[src/rtl/pulse_stretcher.sv]
// Stretches a single-cycle strobe into a programmable-width level, with optional
// retrigger, a dead time after each pulse, and a saturating rejected-strobe count.
module pulse_stretcher #(
  parameter int CNT_W  = 8,
  parameter int DROP_W = 16
) (
  input  logic              clk,
  input  logic              reset,
  input  logic              in,
  input  logic [CNT_W-1:0]  width,
  input  logic [CNT_W-1:0]  holdoff,
  input  logic              retrig,
  output logic              out,
  output logic              busy,
  output logic [DROP_W-1:0] drop_cnt
);

  typedef enum logic [1:0] {IDLE, ACTIVE, HOLDOFF} state_t;

  state_t           state, state_nxt;
  logic [CNT_W-1:0] cnt, cnt_nxt;
  logic [CNT_W-1:0] hold_q, hold_nxt;
  logic             drop;

  // A width of zero behaves like a width of one.
  function automatic logic [CNT_W-1:0] width_load(input logic [CNT_W-1:0] w);
    return (w == '0) ? '0 : w - CNT_W'(1);
  endfunction

  function automatic logic [DROP_W-1:0] sat_inc(input logic [DROP_W-1:0] v);
    return (v == '1) ? v : v + DROP_W'(1);
  endfunction

  always_comb begin
    state_nxt = state;
    cnt_nxt   = cnt;
    hold_nxt  = hold_q;
    drop      = 1'b0;
    unique case (state)
      IDLE: begin
        if (in) begin
          state_nxt = ACTIVE;
          cnt_nxt   = width_load(width);
          hold_nxt  = holdoff;
        end
      end
      ACTIVE: begin
        if (in && retrig) begin
          cnt_nxt  = width_load(width);
          hold_nxt = holdoff;
        end else begin
          drop = in;
          if (cnt == '0) begin
            if (hold_q != '0) begin
              state_nxt = HOLDOFF;
              cnt_nxt   = hold_q - CNT_W'(1);
            end else begin
              state_nxt = IDLE;
            end
          end else begin
            cnt_nxt = cnt - CNT_W'(1);
          end
        end
      end
      HOLDOFF: begin
        drop = in;
        if (cnt == '0) state_nxt = IDLE;
        else           cnt_nxt   = cnt - CNT_W'(1);
      end
      default: begin
        state_nxt = IDLE;
        cnt_nxt   = '0;
      end
    endcase
  end

  // Outputs are registered from the next state so no input reaches them combinationally.
  always_ff @(posedge clk) begin
    if (reset) begin
      state    <= IDLE;
      cnt      <= '0;
      hold_q   <= '0;
      out      <= 1'b0;
      busy     <= 1'b0;
      drop_cnt <= '0;
    end else begin
      state  <= state_nxt;
      cnt    <= cnt_nxt;
      hold_q <= hold_nxt;
      out    <= (state_nxt == ACTIVE);
      busy   <= (state_nxt != IDLE);
      if (drop) drop_cnt <= sat_inc(drop_cnt);
    end
  end

endmodule

[config.mk]
export PLATFORM = sky130hd
export DESIGN_NAME = pulse_stretcher
export DESIGN_NICKNAME = d
export VERILOG_FILES = /design/src/rtl/pulse_stretcher.sv
export SDC_FILE = /design/constraint.sdc
export NUM_CORES = 1
export LEC_CHECK = 0
export BUFFER_PORTS_ARGS = -buffer_cell sky130_fd_sc_hd__buf_4
export CORE_MARGIN = 2
export CORE_UTILIZATION = 61
export CTS_CLUSTER_SIZE = 20
export DETAILED_ROUTE_END_ITERATION = 12
export PLACE_DENSITY = 0.83
export SLEW_MARGIN = 20
export SYNTH_ARGS = -nofsm -noshare
export SYNTH_HDL_FRONTEND = slang
export SYNTH_SLANG_ARGS = --single-unit
export TNS_END_PERCENT = 5
[constraint.sdc]
create_clock -name clk -period 3.25 [get_ports clk]
set_input_delay 0.1625 -clock clk [delete_from_list [all_inputs] [get_ports clk]]
set_output_delay 0.1625 -clock clk [all_outputs]
set_load 0.02 [all_outputs]
==> results.md <==
* Synth-to-layout area growth at 17.1%
* Global-route wire length before repair at ~8900 um
* Syn Std Cell Area at 2360 um2
* Max H-tree Level at 2
* Worst-Skew Late Latency at 0.29 ns
* Final min period at 2.27 ns
* DRC at 0
* Core Area at 3690 um2
* Most common cell in the netlist: dfxtp_1
* Post-CTS sizing at 0
* Clock buffer depth at 2
* Filler cells at between 300 and 400
* Post-Syn Nets at 305
* DR WL/cell at 14.8 um
* Tcrit/Tclk final at between 60 and 70%
* Critical Path AT at 2.45 ns
* Pleak at 1.07 nW
* Status: finished clean
* Worst Path Max Fanout at 8
* #FFs+latches synth at 36
* Crit path capture type: flop
* Average via count per standard cell at 5.94
* Cts hold-fix bufs at 0
* Max_cap viols at 0
* HP Class: in -> reg
* DRT Pass-1 Iters at 4
* Register area share after synthesis at 30.5%
* CP required at 3.43 ns
* Max-slew violations at 0
* Slew headroom at 59.3%
* Final hold viol count at 0
* Synth area leaders: dfxtp_1 30%, xnor2_1 7.0%, ha_1 5.8%
* Syn. warnings at 0
* Largest net degree at the start of global routing at 31
* Worst slack at placement at 1.01 ns
* Crit path kind: reg -> reg
* Starting Density at 64.1%
* Synth cell count leaders: 36 x dfxtp_1, 26 x nor2_1, 19 x xnor2_1, 17 x inv_1
* Finished Cell Area at 2770 um2
* Via count at 2138
* Most used DFF post-synth: dfxtp_1
* GR Overflow Total at 0
* Die height at 66.2 um
* Die area at 4390 um2
* CP Launch Type: flop
* Number of synthesized flops with an enable pin at 0
* Number of DRC markers in iteration 0 at 127
* Post-synth top area share at 30.5%
* Worst-path clk slew at about 0.08 ns
* GPL Wtd Cong at between 0.9 and 1
* All-layer global routing usage at 26.2%
* Cell Pwr Density at between 500 and 600 nW/um2
* Peak supply drop at 0.396 mV
* Post-synthesis cell type count at 58
* Peak Freq at 0.441 GHz
* Final net count at about 340
* Placed Instance Area at 2670 um2
* Vias in the first global route at around 1900
* Ys async rst share at 0%
* Port bufs at 37
* Setup_tns at 0 ns
* Num rows at 22
* Mean post-synth cell area at 8.63 um2
* Final wirelength at 5320 um
* Yosys top cell by area: dfxtp_1
* Io pins at 38
* Gate Count Post-Synth at 274
* RSZ-0062 raised after global routing: no
* Share of layout cells above drive strength 1 at 21.8%
* Clock Sinks at 36
* Total CTS buffers at 5
* Clock skew at roughly 0.006 ns
* Post-CTS Setup Repair Bufs at 0
* Die Width at 66.2 um
* Finish-stage setup viols at 0
* Hpwl dp at roughly 4100 um
* Root buf cell: clkbuf_8
* ANT cells at 0
* CTS tree: done
* Worst setup margin at roughly 1 ns
* Initial antenna violation count at 0
* Least-Margin Pin Slew at 0.602 ns
* Post-DRT Antenna Nets at 0
-- layout make-up --
type,instances,area [um2],area share [%]
inverters,17,63.8,2.31
clock buffers,6,82.6,2.98
flip-flops and latches,36,721,26.0
repair buffers,40,300,10.8
well taps,48,60.1,2.17
multi-input cells,211,1530,55.1
clock inverters,2,15.0,0.542
-- critical path, cell delays in order (launching register included) --
cell      delay, ns
dfxtp_1        0.35
inv_1          0.09
ha_1           0.30
nor2b_1        0.24
o211ai_1       0.21
nor4_1         0.53
nand3_1        0.15
mux2_2         0.28
-- cells by family after synthesis --
kind of cell / synth area share, %
compound gates: 21.5
flops: 30.5
simple gates: 22.6
xor+xnor: 8.52
fa+ha+maj: 5.82
buf+inv: 4.98
mux: 6.04
-- layer usage --
metal,track usage (%),routed length [um],part of all wire [%],up-vias
met2,38.9,2330,44,62
met5,0,0,0,-
met4,7.14,51,0.96,0
met1,37.8,2680,50,994
met3,5.96,264,5.0,9
li1,-,-,-,1073
-- registers in the layout (all words and copies together), names as in the netlist --
name / count
hold_q: 8
state: 2
out: 1
drop_cnt: 16
busy: 1
cnt: 8
-- worst paths after layout --
kind	from	end	slack (ns)	cells after the start
setup / recovery	state[1]$_SDFF_PP0_	drop_cnt[15]$_SDFFE_PP0P_	0.98	7
hold / removal	holdoff[5]	hold_q[5]$_SDFFE_PP0P_	0.1	3
setup reg to reg	state[1]$_SDFF_PP0_	drop_cnt[15]$_SDFFE_PP0P_	0.98	7
hold reg to reg	cnt[1]$_SDFFE_PP0P_	cnt[1]$_SDFFE_PP0P_	0.52	1
-- placed cells by master, fill, tap and decap left out, types with 8 or more instances in the layout --
| cell | instances |
|---|---|
| mux2i_1 | 12 |
| nand3_1 | 9 |
| inv_1 | 17 |
| nor2_1 | 26 |
| buf_4 | 40 |
| dfxtp_1 | 36 |
| o21ai_0 | 8 |
| xnor2_1 | 19 |
| a21oi_1 | 10 |
| ha_1 | 11 |
| nand2_1 | 12 |
-- power by group --
part / internal [mW] / switching [mW] / leakage [nW]
Clock: 0.172 / 0.168 / 0.0434
Sequential: 0.488 / 0.0606 / 0.294
Combinational: 0.281 / 0.329 / 0.730
-- through the flow --
| step | total power [mW] | hold WS (ns) | utilization [%] | cells |
|---|---|---|---|---|
| 4_1_cts | 1.50 | 0.0905 | 75.0 | 360 |
| 3_5_place_dp | 1.15 | 0.400 | 72.4 | 352 |
| 3_3_place_gp | 1.14 | 0.393 | 72.4 | 352 |
| 2_1_floorplan | 1.03 | 0.306 | - | 274 |
| 5_1_grt | 1.60 | 0.103 | 75.0 | 360 |
| 6_report | 1.50 | 0.0982 | 75.0 | 360 |
(Power assumes the default switching activity.)
